$ cat src/rtl/sram_req_ctrl.sv
// Valid/ready request front-end for a MEMS1D_BUFG_*x32 SRAM wrapper: registers the SRAM pins,
// captures Q and returns read data in order through a credit-limited response FIFO.
module sram_req_ctrl #(
    parameter int unsigned AS_W      = 3,
    parameter int unsigned AW_W      = 7,
    parameter int unsigned AC_W      = 2,
    parameter int unsigned ADDR_W    = AS_W + AW_W + AC_W,
    parameter int unsigned DATA_W    = 32,
    parameter int unsigned RSP_DEPTH = 2
) (
    input  logic                  CLK,
    input  logic                  RST,
    input  logic                  req_valid,
    output logic                  req_ready,
    input  logic                  req_we,
    input  logic [ADDR_W-1:0]     req_addr,
    input  logic [DATA_W-1:0]     req_wdata,
    input  logic [DATA_W/8-1:0]   req_be,
    output logic                  rsp_valid,
    input  logic                  rsp_ready,
    output logic [DATA_W-1:0]     rsp_rdata,
    output logic                  CEN,
    output logic                  RDWEN,
    output logic [AS_W-1:0]       AS,
    output logic [AW_W-1:0]       AW,
    output logic [AC_W-1:0]       AC,
    output logic [DATA_W-1:0]     D,
    output logic [DATA_W-1:0]     BW,
    input  logic [DATA_W-1:0]     Q
);

    localparam int unsigned BE_W  = DATA_W / 8;
    localparam int unsigned PTR_W = (RSP_DEPTH > 1) ? $clog2(RSP_DEPTH) : 1;
    localparam int unsigned CNT_W = $clog2(RSP_DEPTH + 1);
    localparam logic [CNT_W-1:0] DEPTH_C = CNT_W'(RSP_DEPTH);
    localparam logic [PTR_W-1:0] LAST_PTR = PTR_W'(RSP_DEPTH - 1);

    logic                 req_accept;
    logic                 rd_accept;
    logic                 push;
    logic                 pop;
    logic [DATA_W-1:0]    bw_exp;

    logic                 cen_q, cen_d;
    logic                 rdwen_q, rdwen_d;
    logic [AS_W-1:0]      as_q, as_d;
    logic [AW_W-1:0]      aw_q, aw_d;
    logic [AC_W-1:0]      ac_q, ac_d;
    logic [DATA_W-1:0]    d_q, d_d;
    logic [DATA_W-1:0]    bw_q, bw_d;

    logic                 s1_q, s1_d;
    logic                 s2_q, s2_d;

    logic [CNT_W-1:0]     credits_q, credits_d;
    logic [CNT_W-1:0]     count_q, count_d;
    logic [PTR_W-1:0]     wr_ptr_q, wr_ptr_d;
    logic [PTR_W-1:0]     rd_ptr_q, rd_ptr_d;
    logic [DATA_W-1:0]    mem_q [RSP_DEPTH];

    // Writes bypass the credit check; reads need room for their response.
    assign req_ready  = !RST && (req_we || (credits_q < DEPTH_C));
    assign req_accept = req_valid && req_ready;
    assign rd_accept  = req_accept && !req_we;
    assign push       = s2_q;
    assign pop        = rsp_valid && rsp_ready;

    assign rsp_valid  = (count_q != '0);
    assign rsp_rdata  = mem_q[rd_ptr_q];

    assign CEN   = cen_q;
    assign RDWEN = rdwen_q;
    assign AS    = as_q;
    assign AW    = aw_q;
    assign AC    = ac_q;
    assign D     = d_q;
    assign BW    = bw_q;

    always_comb begin
        bw_exp = '0;
        for (int unsigned i = 0; i < BE_W; i++) begin
            bw_exp[i*8 +: 8] = {8{req_be[i]}};
        end
    end

    // Idle cycles deassert the strobes but leave address/data/mask parked.
    always_comb begin
        cen_d   = 1'b1;
        rdwen_d = 1'b1;
        as_d    = as_q;
        aw_d    = aw_q;
        ac_d    = ac_q;
        d_d     = d_q;
        bw_d    = bw_q;
        if (req_accept) begin
            cen_d              = 1'b0;
            rdwen_d            = ~req_we;
            {as_d, aw_d, ac_d} = req_addr;
            d_d                = req_wdata;
            bw_d               = bw_exp;
        end
    end

    always_comb begin
        s1_d = rd_accept;
        s2_d = s1_q;
    end

    always_comb begin
        credits_d = credits_q;
        case ({rd_accept, pop})
            2'b10:   credits_d = credits_q + CNT_W'(1);
            2'b01:   credits_d = credits_q - CNT_W'(1);
            default: credits_d = credits_q;
        endcase
    end

    always_comb begin
        count_d  = count_q;
        wr_ptr_d = wr_ptr_q;
        rd_ptr_d = rd_ptr_q;
        case ({push, pop})
            2'b10:   count_d = count_q + CNT_W'(1);
            2'b01:   count_d = count_q - CNT_W'(1);
            default: count_d = count_q;
        endcase
        if (push) begin
            wr_ptr_d = (wr_ptr_q == LAST_PTR) ? '0 : wr_ptr_q + PTR_W'(1);
        end
        if (pop) begin
            rd_ptr_d = (rd_ptr_q == LAST_PTR) ? '0 : rd_ptr_q + PTR_W'(1);
        end
    end

    always_ff @(posedge CLK) begin
        if (RST) begin
            cen_q     <= 1'b1;
            rdwen_q   <= 1'b1;
            as_q      <= '0;
            aw_q      <= '0;
            ac_q      <= '0;
            d_q       <= '0;
            bw_q      <= '0;
            s1_q      <= 1'b0;
            s2_q      <= 1'b0;
            credits_q <= '0;
            count_q   <= '0;
            wr_ptr_q  <= '0;
            rd_ptr_q  <= '0;
        end else begin
            cen_q     <= cen_d;
            rdwen_q   <= rdwen_d;
            as_q      <= as_d;
            aw_q      <= aw_d;
            ac_q      <= ac_d;
            d_q       <= d_d;
            bw_q      <= bw_d;
            s1_q      <= s1_d;
            s2_q      <= s2_d;
            credits_q <= credits_d;
            count_q   <= count_d;
            wr_ptr_q  <= wr_ptr_d;
            rd_ptr_q  <= rd_ptr_d;
        end
    end

    // Q returning during reset belongs to a discarded read and must not land in the buffer.
    always_ff @(posedge CLK) begin
        if (!RST && push) begin
            mem_q[wr_ptr_q] <= Q;
        end
    end

endmodule
$ cat config.mk
export PLATFORM = sky130hd
export DESIGN_NAME = sram_req_ctrl
export DESIGN_NICKNAME = d
export VERILOG_FILES = /design/src/rtl/sram_req_ctrl.sv
export SDC_FILE = /design/constraint.sdc
export NUM_CORES = 1
export LEC_CHECK = 0
export CAP_MARGIN = 20
export CORE_AREA = 2 2 141 143
export DETAILED_ROUTE_END_ITERATION = 8
export DIE_AREA = 0 0 143 145
export RECOVER_POWER = 25
export SLEW_MARGIN = 20
export SYNTH_ARGS = -nofsm -noshare
export SYNTH_HDL_FRONTEND = slang
export SYNTH_SLANG_ARGS = --single-unit
$ cat constraint.sdc
create_clock -name CLK -period 9.65 [get_ports CLK]
set_clock_uncertainty 0.2 [all_clocks]
set_input_delay 2.895 -clock CLK [delete_from_list [all_inputs] [get_ports CLK]]
set_output_delay 2.895 -clock CLK [all_outputs]
set_load 0.005 [all_outputs]
==> results.md, run 1 <==
- Status: complete, but fails checks
- Failing checks: max-capacitance violations, max-slew violations
- Post-synthesis async set-or-reset flop share: 0%
- Clk_lat worst skew: 410 ps
- Sequential cell area: 3103 µm²
- RSZ-0062 raised after global routing: no
- Vias: 3599
- Period utilization: 76.35%
- DR WL/cell: 15.60 µm
- Routed Antenna Nets: 0
- Setup TNS: 0 ps
- I/O pin total: 197
- Total power: 1.334 mW
- Ranking of synthesized cells by area: edfxtp_1, dfxtp_1, mux2_2
- Multi-input gate area: 1300 µm²
- Met2 Use GR: 21.05%
- Synth warn: 0
- Area Growth Syn to Fin: 53.37%
- Tot GR Track Use: 12.58%
- GRT busiest layer: met2
- Yosys top cell area share: 40.40%
- Ys flop type: edfxtp_1
- Initial antenna violation count: 0
- Worst EP required: 6560 ps
- Cell taking the most area after synthesis: edfxtp_1
- CP Data Arrival Time: 4270 ps
- Core area: 19210 µm²
- Post-synthesis sequential area ratio: 65.23%
- Placed wire-length estimate: 8.270 mm
- Worst-Margin Slew: 2908 ps
- ANT cells: 0
- First drt pass iteration count: 4
- Share of cells above drive strength 1: 12.32%
- Post-layout net count: 642
- Net count after synthesis: 480
- Period minus WS final: 7368 ps
- Root Buffer: clkbuf_16
- Number of DRC markers in iteration 0: 141
- CP max FO: 4
- Vias in the first global route: 3804
- Post-synth EDFFs: 64
- Clk slew on worst S/H paths: 60 ps
- CTS tree: done
- Setup violators final: 0
- First-pass GRT wire length: 19.82 mm
- Power per cell area: 182.9 nW/µm²
- Number of gates resized after cts: 0
- Post-synthesis cell area: 4757 µm²
- Leak pwr: 2.483 nW
- Synth Area per Inst: 12.10 µm²
- Clock buffer depth: 2
- CP Capture Type: output port
- H-Tree Depth: 4
- Critical setup path kind: in2out
- Mapped Cells: 393
- Rows: 51
- Post-synth cell types: 28
- Largest net degree at the start of global routing: 61
- Die area: 20740 µm²
- Avg Vias per Cell: 4.321
- Routability congestion estimate: 0.6688
- Hold Buf Count CTS: 0
- Die X: 143 µm
- Initial Util: 24.77%
- IR drop worst, VDD: 115.6 µV
- Filler instances: 1842
- HP Class: reg2reg
- CTS Buf Count: 17
- Met1 usage: 13.86%
- Port Buffers: 196
- #FFs+latches synth: 123
- Worst setup SP type: input port
- Final hold vios: 0
- Overflow after GRT: 0
- Residual DRC: 0
- Chip Height: 145 µm
- Relative slew slack: -93.88%
- Post-CTS setup buffers: 0
- Overall routed net length: 12.99 mm
- Met3 GRT Util: 6.040%
- MaxCap Viol Count: 2
- Pins Over Slew Limit: 94
- Clock Sinks: 123
- Max Clock Freq: 135.7 MHz
## cell type report
class | instances | area share, %
Clock buffer | 19 | 6.071
Clock inverter | 13 | 1.629
Inverter | 3 | 0.1543
Multi-Input combinational cell | 208 | 17.82
Sequential cell | 123 | 42.53
Tap cell | 265 | 4.545
Timing Repair Buffer | 202 | 27.25
## stage by stage
step                instances  cell area, µm²  setup WS (ps)  util [%]  hold slack, ps
floorplan                 393            4757           3113         -           213.8
global placement          801            6738           2260     35.08           256.2
detailed placement        801            6738           2257     35.08           237.2
CTS                       833            7300           2256     38.00           245.1
global route              833            7296           2192     37.98           247.8
finish                    833            7296           2282     37.98           255.8
## synth_stat cells, types with 4 or more instances
library cell  number
buf_2             12
o21ai_1           10
o21ai_0           40
xnor2_1            4
buf_4             31
clkbuf_1          14
a21oi_1           50
nand3_1           48
edfxtp_1          64
nor2_1             7
dfxtp_1           59
mux2_2            30
## sequential cells by signal, indices dropped and copies added, names as in the netlist, 2 cells and up, named ones only
register   cells
mem_q         64
D             32
AW             7
BW             4
AS             3
AC             2
count_q        2
credits_q      2
## worst max-delay path, stage by stage
cell             delay, ps
clkdlybuf4s50_1        530
and2b_1                210
nor2_1                 100
clkdlybuf4s50_1        550
## worst paths after layout
kind,from,to,slack (ps),cells past startpoint
worst max-delay path,req_we,req_ready,2280,4
worst min-delay path,s1_q,push,260,1
worst max register to register,push,mem_q[0][24],7020,3
worst min register to register,s1_q,push,260,1
## cells in the final DEF, fill, tap and decap left out, types with 3 or more instances in the layout
cell type and count:
mux2_2 30, nand3_1 48, buf_4 4, dfxtp_1 59
a21oi_1 50, o21ai_1 10, nor2_1 7, dlygate4sd3_1 32
xnor2_1 4, clkbuf_16 17, o21ai_0 40, clkinvlp_4 3
inv_6 3, edfxtp_1 64, clkdlybuf4s50_1 162, clkinv_4 3
clkbuf_1 4
## where the power goes
group | switching [mW] | internal [mW] | total, mW
clock | 0.234 | 0.362 | 0.596
combinational | 0.0608 | 0.0992 | 0.160
sequential | 0.0103 | 0.568 | 0.578
total | 0.305 | 1.03 | 1.33
## metal layers
| metal | vias up | wire (µm) |
|---|---|---|
| met1 | 1700 | 5435 |
| met2 | 162 | 6152 |
| met3 | 15 | 1233 |
| met5 | - | 0 |
| li1 | 1722 | - |
| met4 | 0 | 170 |
## cell families after synthesis
family          after synthesis  synth area share (%)
compound gates              101                 10.68
flops                       123                 65.23
buf+inv                      62                 7.812
fa+ha+maj                     2                0.5260
simple gates                 67                 7.076
mux                          32                 7.575
xor+xnor                      6                 1.105
(Power assumes the default switching activity.)
==> run 2, diff against run 1 <==
Clock period 9.65 ns to 7.6 ns, I/O delays scaled along.
==> run 2 against run 1 <==
The flow still finishes with violations (max-capacitance violations, max-slew violations). Total power increased by 31%. Cell count unchanged. First-iteration DRC count decreased by 46%. Worst hold slack improved by 2.1 ps. Largest cell class unchanged. Highest routed layer unchanged. Largest power group unchanged.
==> results.md, run 2 (synthesis gave the netlist of run 1 again) <==
- Post-layout util: 38.10%
- Failing checks: max-capacitance violations, max-slew violations
- Worst setup SP type: input port
- Leak pwr: 2.505 nW
- Period minus WS final: 6137 ps
- DR WL/cell: 15.86 µm
- CTS Buf Count: 17
- Initial Util: 24.77%
- Met2 Use GR: 19.95%
- CP Capture Type: output port
- Residual DRC: 0
- Vias in the first global route: 3734
- Hold path depth: 1
- I/O pin total: 197
- Final setup margin: 1463 ps
- Number of gates resized after cts: 0
- Overflow after GRT: 0
- DP Worst Slack: 1469 ps
- Design area: 7318 µm²
- R2R depth: 3
- Period utilization: 80.75%
- Hold Buf Count CTS: 0
- Commonest non-fill, non-tap cell in the layout: clkdlybuf4s50_1
- Die area: 20740 µm²
- Die X: 143 µm
- Clock buffer depth: 2
- Most frequent cells in the layout: clkdlybuf4s50_1, edfxtp_1, dfxtp_1, a21oi_1, nand3_1
- Post-CTS setup buffers: 0
- Status: complete, but fails checks
- R2r setup slk: 4910 ps
- Largest net degree at the start of global routing: 61
- Tot GR Track Use: 12.61%
- IR drop worst, VDD: 146.6 µV
- Chip Height: 145 µm
- Post-layout net count: 642
- CP max FO: 4
- Avg Vias per Cell: 4.405
- Max Clock Freq: 162.9 MHz
- Clock Sinks: 123
- Setup violators final: 0
- Clk slew on worst S/H paths: 60 ps
- CP Data Arrival Time: 3660 ps
- CTS tree: done
- First drt pass iteration count: 4
- Routability congestion estimate: 0.6681
- Rows: 51
- MaxCap Viol Count: 2
- Critical setup path kind: in2out
- RSZ-0062 raised after global routing: no
- Placed wire-length estimate: 8.323 mm
- Placed Cells: 801
- Flip-flop count of the largest register after layout: 64
- ANT cells: 0
- Overall routed net length: 13.22 mm
- Share of cells above drive strength 1: 12.50%
- Worst-Margin Slew: 2840 ps
- Top reg by flops: mem_q
- Relative slew slack: -89.32%
- Setup TNS: 0 ps
- Hold Crit Start: s1_q
- Placed Area: 6738 µm²
- Routed Antenna Nets: 0
- Core area: 19210 µm²
- Number of DRC markers in iteration 0: 76
- Clk_lat worst skew: 410 ps
- Met3 GRT Util: 5.611%
- Vias: 3669
- First-pass GRT wire length: 20.03 mm
- Initial antenna violation count: 0
- Final hold vios: 0
- GRT busiest layer: met2
- HP Class: reg2reg
- Hold Path Sink: push
- Port Buffers: 196
- Root Buffer: clkbuf_16
- H-Tree Depth: 4
- Worst r2r src: push
- Pins Over Slew Limit: 94
- Finished Layout Cells: 833
- Worst EP required: 5120 ps
- Area Growth Syn to Fin: 53.84%
- Met1 usage: 15.04%
- Power per cell area: 239.0 nW/µm²
- Reg-to-Reg End: mem_q[0][26]
==> run 2: how the worst max path moves through the flow <==
stage / from / end / cells after the start
finish: req_we / req_ready / 4
global route: req_we / req_ready / 4
CTS: req_we / req_ready / 4
detailed placement: req_we / req_ready / 4
global placement: req_we / req_ready / 4
floorplan: RST / mem_q[1][0] / 3
==> run 2: final cells by class <==
class                   count  area [µm²]
clock buffers              17       425.4
fillers                  1857       11890
repair buffers            202        1988
multi-input cells         208        1295
inverters                   3       11.26
flip-flops and latches    123        3103
clock inverters            15       163.9
well taps                 265       331.6
==> run 2: stage by stage <==
stage               hold slack [ps]  total power [mW]
detailed placement            252.5            0.9561
floorplan                     213.8            0.8317
finish                        257.9             1.749
CTS                           265.8             1.777
global placement              255.5            0.9503
global route                  274.1             1.820
==> run 2: critical path: stages <==
cell	delay (ps)
clkdlybuf4s50_1	520
and2b_1	200
nor2_1	100
clkdlybuf4s50_1	560
==> run 2: routing by layer <==
| metal | share of wire (%) | routed length [µm] |
|---|---|---|
| met5 | 0 | 0 |
| met4 | 1.1 | 142 |
| met3 | 10 | 1369 |
| met2 | 45 | 5926 |
| met1 | 44 | 5777 |
==> run 2: power by group <==
part / leakage [nW] / internal, mW / switching, mW / total, mW
Clock: 0.290 / 0.489 / 0.323 / 0.811
Combinational: 1.15 / 0.126 / 0.0782 / 0.204
Sequential: 1.06 / 0.721 / 0.0130 / 0.734
==> run 3, diff against run 2 <==
Clock period 7.6 ns to 5.15 ns, I/O delays scaled along.
==> run 3 against run 2 <==
The run still ends with max-capacitance violations, max-slew violations left. Critical path type unchanged. Clock power up 38%. Cell count unchanged. First-iteration DRC count up 110%. Highest routed layer is now met5. Critical endpoint unchanged. Routed wire length down 0.86%. Total power up 43%. Sequential power up 47%.
==> results.md, run 3 (synthesis gave the netlist of run 1 again) <==
- MaxCap Viol Count: 1
- Routed Antenna Nets: 0
- First-pass GRT wire length: 20.22 mm
- DR WL/cell: 15.73 µm
- Worst-Margin Slew: 1944 ps
- Hold Crit Start: s1_q
- Number of DRC markers in iteration 0: 161
- CTS Buf Count: 17
- Critical setup path kind: in2out
- Power per cell area: 342.9 nW/µm²
- Status: complete, but fails checks
- Hold Buf Count CTS: 0
- Clock buffer depth: 2
- Worst setup SP type: input port
- Number of gates resized after cts: 0
- R2R depth: 3
- Reg-to-Reg End: mem_q[0][26]
- Design area: 7283 µm²
- Vias: 3603
- Switching fraction of total power: 23.52%
- Tot GR Track Use: 12.70%
- Filler instances: 1830
- Flop pwr share: 43.4%
- Commonest non-fill, non-tap cell in the layout: clkdlybuf4s50_1
- Post-layout util: 37.92%
- First drt pass iteration count: 4
- Placed Area: 6738 µm²
- Root Buffer: clkbuf_16
- Final hold vios: 0
- Chip Height: 145 µm
- CP Capture Type: output port
- Setup TNS: 0 ps
- Placed wire-length estimate: 8.363 mm
- Clk slew on worst S/H paths: 60 ps
- Hold path depth: 1
- Initial antenna violation count: 1
- Overall routed net length: 13.10 mm
- Largest net degree at the start of global routing: 61
- Area Growth Syn to Fin: 53.10%
- Clk_lat worst skew: 410 ps
- Period minus WS final: 4669 ps
- CP Data Arrival Time: 2920 ps
- Relative slew slack: -29.59%
- Top reg by flops: mem_q
- Int Power: 1.910 mW
- Pins Over Slew Limit: 33
- Die area: 20740 µm²
- R2r setup slk: 2510 ps
- Finished Layout Cells: 833
- Port Buffers: 196
- Avg Vias per Cell: 4.325
- Clock Sinks: 123
- Comb power frac: 12.0%
- ANT cells: 0
- Flip-flop count of the largest register after layout: 64
- Overflow after GRT: 0
- Period utilization: 90.66%
- Initial Util: 24.77%
- H-Tree Depth: 4
- Max Clock Freq: 214.2 MHz
- CTS tree: done
- Core area: 19210 µm²
- Leak pwr: 2.485 nW
- Worst EP required: 3410 ps
- HP Class: reg2reg
- Power share of the clock group: 44.7%
- Most frequent cells in the layout: clkdlybuf4s50_1, edfxtp_1, dfxtp_1, a21oi_1, nand3_1
- Final setup margin: 481.1 ps
- Rows: 51
- Residual DRC: 0
- RSZ-0062 raised after global routing: no
- Vias in the first global route: 3864
- IR drop worst, VDD: 209.6 µV
- CP max FO: 4
- Worst r2r src: push
- Total power: 2.497 mW
- Setup violators final: 0
- I/O pin total: 197
- Hold Path Sink: push
- Post-layout net count: 642
- NetSw: 0.5874 mW
- Routability congestion estimate: 0.6882
- Die X: 143 µm
- Share of cells above drive strength 1: 12.50%
- Post-CTS setup buffers: 0
- Failing checks: max-capacitance violations, max-slew violations
- Placed Cells: 801
- Min Hold Slack: 257.8 ps
- DP Worst Slack: 469.8 ps
==> run 3: worst max-delay path by stage <==
stage                start           to  slack [ps]  cells past startpoint
finish              req_we    req_ready         480                      4
global route        req_we    req_ready         430                      4
CTS                 req_we    req_ready         470                      4
detailed placement  req_we    req_ready         470                      4
global placement    req_we    req_ready         490                      4
floorplan              RST  mem_q[1][0]         170                      3
==> run 3: cell type report <==
| cell class | instances | area (µm²) | share of cell area [%] |
|---|---|---|---|
| timing repair buffer | 202 | 1992 | 27.35 |
| inverter | 3 | 11.26 | 0.1546 |
| clock buffer | 17 | 425.4 | 5.841 |
| multi-input combinational | 208 | 1295 | 17.78 |
| tap | 265 | 331.6 | 4.552 |
| clock inverter | 15 | 125.1 | 1.718 |
| sequential | 123 | 3103 | 42.60 |
==> run 3: power groups by stage <==
stage	logic [mW]	registers, mW	clock network [mW]
5_1_grt	0.325	1.09	1.20
4_1_cts	0.309	1.08	1.15
2_1_floorplan	0.124	1.10	0
6_report	0.299	1.08	1.12
3_3_place_gp	0.300	1.10	0
3_5_place_dp	0.307	1.10	0
==> run 3: layer usage <==
| metal | routed length, µm | part of all wire, % | GRT usage [%] | vias to the layer above |
|---|---|---|---|---|
| met5 | 17 | 0.13 | 0 | - |
| met4 | 150 | 1.1 | 4.158 | 2 |
| met3 | 1206 | 9.2 | 5.908 | 14 |
| met2 | 5941 | 45 | 20.62 | 159 |
| met1 | 5785 | 44 | 14.73 | 1713 |
| li1 | - | - | - | 1715 |
==> run 3: critical path, cell delays in order <==
cell and delay, ps:
clkdlybuf4s50_1 520, and2b_1 210, nor2_1 100, clkdlybuf4s50_1 550
